<file path="config.mk">
export PLATFORM = sky130hd
export DESIGN_NAME = servant_timer_sequencer
export DESIGN_NICKNAME = d
export VERILOG_FILES = /design/src/rtl/servant_timer_seq_pkg.sv /design/src/rtl/servant_sync_edge.sv /design/src/rtl/servant_timer_sequencer.sv
export SDC_FILE = /design/constraint.sdc
export NUM_CORES = 1
export LEC_CHECK = 0
export CAP_MARGIN = 20
export CELL_PAD_IN_SITES_DETAIL_PLACEMENT = 0
export CELL_PAD_IN_SITES_GLOBAL_PLACEMENT = 1
export CORE_ASPECT_RATIO = 1.1
export CORE_MARGIN = 2
export CORE_UTILIZATION = 39
export DETAILED_ROUTE_END_ITERATION = 10
export PLACE_DENSITY = 0.9
export SYNTH_ARGS = -nofsm -noshare
export SYNTH_HDL_FRONTEND = slang
export SYNTH_HIERARCHICAL = 1
export SYNTH_SLANG_ARGS = --single-unit
</file>
<file path="constraint.sdc">
create_clock -name i_clk -period 2.07 [get_ports i_clk]
set_input_delay 0.414 -clock i_clk [delete_from_list [all_inputs] [get_ports i_clk]]
set_output_delay 0.414 -clock i_clk [all_outputs]
set_load 0.02 [all_outputs]
</file>
<file path="src/rtl/servant_timer_seq_pkg.sv">
// Shared definitions for the servant timer sequencer:
// FSM state encoding and synchronizer depth.
package servant_timer_seq_pkg;

    typedef enum logic [2:0] {
        S_IDLE,
        S_WRITE,
        S_ARM,
        S_WAIT,
        S_DONE
    } state_t;

    localparam int SYNC_DEPTH = 2;

endpackage

</file>
<file path="src/rtl/servant_sync_edge.sv">
// Multi-flop synchronizer with rising-edge detect for a slow-clock irq.
// o_level is the synced value, o_rise is high for one cycle per edge.
module servant_sync_edge
    import servant_timer_seq_pkg::*;
#(
    parameter int DEPTH = SYNC_DEPTH
) (
    input  logic i_clk,
    input  logic i_rst,
    input  logic i_d,
    output logic o_level,
    output logic o_rise
);

    logic [DEPTH-1:0] r_sync;
    logic             r_prev;

    always_ff @(posedge i_clk) begin
        if (i_rst) begin
            r_sync <= '0;
            r_prev <= 1'b0;
        end else begin
            r_sync <= {r_sync[DEPTH-2:0], i_d};
            r_prev <= r_sync[DEPTH-1];
        end
    end

    assign o_level = r_sync[DEPTH-1];
    assign o_rise  = r_sync[DEPTH-1] & ~r_prev;

endmodule

</file>
<file path="src/rtl/servant_timer_sequencer.sv">
// Programs the timer compare value, then counts irq periods and
// measures each one in i_clk cycles.
module servant_timer_sequencer
    import servant_timer_seq_pkg::*;
#(
    parameter int WIDTH   = 16,
    parameter int EW      = 24,
    parameter int TIMEOUT = 2**20
) (
    input  logic             i_clk,
    input  logic             i_rst,
    input  logic             i_start,
    input  logic             i_stop,
    input  logic [WIDTH-1:0] i_period,
    input  logic [7:0]       i_count,
    input  logic             i_irq,
    output logic [31:0]      o_wb_dat,
    output logic             o_wb_we,
    output logic             o_wb_cyc,
    output logic             o_busy,
    output logic             o_tick,
    output logic             o_done,
    output logic             o_aborted,
    output logic             o_err,
    output logic [EW-1:0]    o_elapsed
);

    localparam int            TW       = $clog2(TIMEOUT + 1);
    localparam logic [EW-1:0] EL_MAX   = '1;
    localparam logic [TW-1:0] TMO_LAST = TW'(TIMEOUT - 1);

    state_t        r_state;
    logic [7:0]    r_rem;
    logic [EW-1:0] r_el;
    logic [TW-1:0] r_tmo;

    logic          w_level;
    logic          w_rise;
    logic [EW-1:0] w_el_inc;
    logic          w_tmo_hit;

    servant_sync_edge #(.DEPTH(SYNC_DEPTH)) u_sync (
        .i_clk  (i_clk),
        .i_rst  (i_rst),
        .i_d    (i_irq),
        .o_level(w_level),
        .o_rise (w_rise)
    );

    assign w_el_inc  = (r_el == EL_MAX) ? r_el : r_el + 1'b1;
    assign w_tmo_hit = (r_tmo == TMO_LAST);

    always_ff @(posedge i_clk) begin
        if (i_rst) begin
            r_state   <= S_IDLE;
            r_rem     <= '0;
            r_el      <= '0;
            r_tmo     <= '0;
            o_wb_dat  <= '0;
            o_wb_we   <= 1'b0;
            o_wb_cyc  <= 1'b0;
            o_busy    <= 1'b0;
            o_tick    <= 1'b0;
            o_done    <= 1'b0;
            o_aborted <= 1'b0;
            o_err     <= 1'b0;
            o_elapsed <= '0;
        end else begin
            o_wb_we   <= 1'b0;
            o_wb_cyc  <= 1'b0;
            o_tick    <= 1'b0;
            o_done    <= 1'b0;
            o_aborted <= 1'b0;
            if (r_state != S_IDLE && i_stop) begin
                r_state   <= S_IDLE;
                o_busy    <= 1'b0;
                o_aborted <= 1'b1;
            end else begin
                unique case (r_state)
                    S_IDLE: begin
                        // o_done still high means o_busy is too
                        o_busy <= i_start && !o_done;
                        if (i_start && !o_done) begin
                            r_state  <= S_WRITE;
                            r_rem    <= i_count;
                            o_err    <= 1'b0;
                            o_wb_cyc <= 1'b1;
                            o_wb_we  <= 1'b1;
                            o_wb_dat <= 32'(i_period);
                        end
                    end
                    S_WRITE: begin
                        r_el    <= '0;
                        r_tmo   <= '0;
                        r_state <= S_ARM;
                    end
                    S_ARM: begin
                        r_el <= w_el_inc;
                        if (w_tmo_hit) begin
                            o_err   <= 1'b1;
                            o_busy  <= 1'b0;
                            r_state <= S_IDLE;
                        end else begin
                            r_tmo <= r_tmo + 1'b1;
                            if (!w_level) r_state <= S_WAIT;
                        end
                    end
                    S_WAIT: begin
                        if (w_rise) begin
                            o_tick    <= 1'b1;
                            o_elapsed <= w_el_inc;
                            r_el      <= '0;
                            r_tmo     <= '0;
                            if (r_rem != 8'd0) begin
                                r_rem <= r_rem - 8'd1;
                                if (r_rem == 8'd1) r_state <= S_DONE;
                            end
                        end else if (w_tmo_hit) begin
                            o_err   <= 1'b1;
                            o_busy  <= 1'b0;
                            r_state <= S_IDLE;
                        end else begin
                            r_tmo <= r_tmo + 1'b1;
                            r_el  <= w_el_inc;
                        end
                    end
                    S_DONE: begin
                        o_done  <= 1'b1;
                        r_state <= S_IDLE;
                    end
                    default: r_state <= S_IDLE;
                endcase
            end
        end
    end

endmodule

</file>
==> impl_metrics.yaml <==
min_path:
  min_path_cells: 2
  hp-start: "i_rst"
  holdCritPathClass: "in -> reg"
  min_to: "o_elapsed[0]"
floorplanning:
  initial_core_util: 0.4011
  dieArea_sq_um: 13930
  fp.dieH_um: 123.6
  core-area_sq_um: 12640
  fp-row-count: 43
  ios: 92
  die-width_um: 112.7
critical_path:
  r2r_end: "o_elapsed[14]"
  ff2ff_setup_slack_ns: 0.08
  cpPeakStageDelay_ns: 0.60
  cp-end-kind: "flop"
  arrival_ns: 2.26
  crit_chain: "ha_2 -> nand3_4 -> or4_4 -> nor3_4 -> xnor2_2 -> a211oi_1"
  required_ns: 2.33
  slowest_stage: "or4_4"
  critical_path_class: "reg -> reg"
  cp_max_fo: 6
  reg2reg_depth: 6
  regToRegStartpoint: "r_el[0]"
  startpoint_type: "flop"
run_status:
  outcome: "complete, no violations"
pwr:
  power_density_nw_per_um2: 707.0
  power.share.sequential: 0.459
  swShare: 0.2606
  p_leak_nw: 2.464
  clock_power_share: 0.384
  power_switching_mw: 1.222
  internal-power_mw: 3.467
  ir_drop_mv: 0.4723
  power_frac_comb: 0.156
timing:
  fin_worst_skew_ns: 0.006509
  whs_ns: 0.4174
  fmax_ghz: 0.5017
  hold_viol: 0
  setup_viol: 0
  period_needed_ns: 1.993
  finalCritPeriodShare: 0.9629
  relSlewSlack: 0.5926
  tightest_slew_ns: 0.6111
  finalMaxSlewViolations: 0
clock_network:
  cts_tree: "done"
  cts_hold_buf: 0
  cts.sinks: 105
  clock_latency_ns: 0.35
  root_buffer: "clkbuf_16"
  numCtsBuffers: 9
  clk_pin_slew_ns: 0.07
  htreeDepth: 3
  clk_path_buf_depth: 2
global_route:
  grt_max_degree: 54
  antenna_found_initial: 0
  track_usage: 0.1793
  grt_pass1_wl_mm: 20.64
  grt_pass1_vias: 4517
  gr-total-overflow: 0
logic_synthesis:
  synth_top_area_frac: 0.4145
  syn_inst: 615
  seq_area_frac_synth: 0.4145
  avgSynthCellArea_sq_um: 8.246
  ys_warn_count: 6
  synth_flop_cell: "dfxtp_1"
  async_flop_share: 0
  synth_area_sq_um: 5071
  synthTopCellsByArea: "dfxtp_1, nand2_1, nor2_1, a21oi_1, xor2_1"
  ys_ff_latch: 105
  ys_types: 64
  synth_top_cell_by_area: "dfxtp_1"
  synth_edf_count: 0
route:
  wl_per_cell_um: 14.02
  wl_mm: 12.42
  drtIter0Drc: 306
  drtPass1Iterations: 5
  avgViaCountPerCell: 5.332
  drc_errors: 0
  detail-route-antenna-nets: 0
  vias: 4724
final_layout:
  area_delta_synth_final_pct: 30.77
  fin_cells: 886
  nNetsFinal: 758
  layout.cells.most_common_list: "dfxtp_1, clkdlybuf4s50_1, nand2_1"
  insertedDiodeCount: 0
  fill_cells: 1155
  drive_above_1_share: 0.1440
  mostFrequentLayoutCell: "dfxtp_1"
placement:
  dp_cells: 869
  numPortBuffers: 75
  gp_congestion: 0.8800
  hpwl_mm: 9.160
flow_run:
  cap_violations: 0
[synthesized netlist by cell type, drive strengths merged (2+ instances only)]
library cell,count
a211oi,26
a21o,4
a21oi,48
a311oi,2
a31oi,7
and2,4
and3,9
and4,6
buf,35
clkbuf,18
dfxtp,105
ha,4
inv,9
nand2,73
nand2b,6
nand3,23
nand3b,4
nand4,15
nor2,72
nor2b,6
nor3,21
nor3b,2
nor4,4
o21ai,41
o31ai,12
or3,3
or4,2
xnor2,15
xor2,22
[metrics by stage]
step | power (mW) | instance area (sq um) | worst slack, ns | util | TNS [ns]
floorplan | 2.656 | 5127 | 0.1909 | - | 0
global placement | 2.914 | 6274 | -0.05212 | 0.4962 | -0.2531
detailed placement | 2.930 | 6274 | -0.08019 | 0.4962 | -0.8375
CTS | 4.716 | 6581 | 0.03390 | 0.5205 | 0
global route | 4.893 | 6631 | -0.02062 | 0.5245 | -0.03617
finish | 4.688 | 6631 | 0.07676 | 0.5245 | 0
[critical path: cells and delay by family, from the launching register on]
family | cells | cell delay [ns]
adders and majority gates | 1 | 0.23
DFF | 1 | 0.35
and+or+nand+nor | 3 | 0.99
xor gates and xnor gates | 1 | 0.11
AOI/OAI and AO/OA | 1 | 0.23
[kinds of logic after synthesis]
kind of cell | after synthesis | share of synthesized area
and+or+nand+nor | 253 | 0.2566
other | 1 | 0.0007395
DFF | 105 | 0.4145
xor gates and xnor gates | 37 | 0.06390
muxes | 1 | 0.001974
buffers and inverters | 62 | 0.06637
AOI/OAI and AO/OA | 152 | 0.1860
adders and majority gates | 4 | 0.009870
[power groups by stage]
stage                     Clock (mW)  Sequential [mW]  Combinational (mW)
after CTS                       1.83             2.15               0.734
after global routing            1.92             2.16               0.806
after detailed placement           0             2.20               0.731
final                           1.80             2.15               0.734
after floorplan                    0             2.23               0.427
after global placement             0             2.20               0.718
[flip-flops by register name, indices dropped and copies added, names as in the netlist]
| register | cells |
|---|---|
| o_elapsed | 24 |
| r_el | 24 |
| r_tmo | 21 |
| o_wb_dat | 16 |
| r_rem | 8 |
| r_state | 3 |
| u_sync/r_sync | 2 |
| o_aborted | 1 |
| o_busy | 1 |
| o_done | 1 |
| o_err | 1 |
| o_tick | 1 |
| o_wb_cyc | 1 |
| u_sync/r_prev | 1 |
[metal layers]
layer	vias to the layer above	part of all wire	GRT usage
met3	21	0.053	0.03260
met1	2206	0.45	0.2230
met4	0	0.022	0.07546
met5	-	0	0
met2	142	0.48	0.3073
li1	2355	-	-
[final cells by class]
cell class	instances	area, sq um	area share
Sequential cell	105	2103	0.3172
Clock inverter	5	78.83	0.01189
Tap cell	157	196.4	0.02962
Clock buffer	10	229.0	0.03453
Multi-Input combinational cell	463	2729	0.4115
Inverter	9	33.78	0.005094
Timing Repair Buffer	137	1261	0.1902
[how the worst max path moves through the flow]
stage,startpoint,endpoint,cells after the start
after floorplan,r_tmo[0],r_tmo[5],8
after CTS,r_el[1],o_elapsed[14],6
after detailed placement,i_stop,r_el[11],7
final,r_el[0],o_elapsed[14],6
after global placement,i_stop,r_tmo[5],7
after global routing,r_el[0],r_el[14],7
[timing repair]
item | 4_1_cts | 5_1_grt
gates resized for setup | 0 | 7
endpoints found under the setup margin | 0 | 26
buffers inserted | 0 | 2
Power figures use the tool's default switching activity.
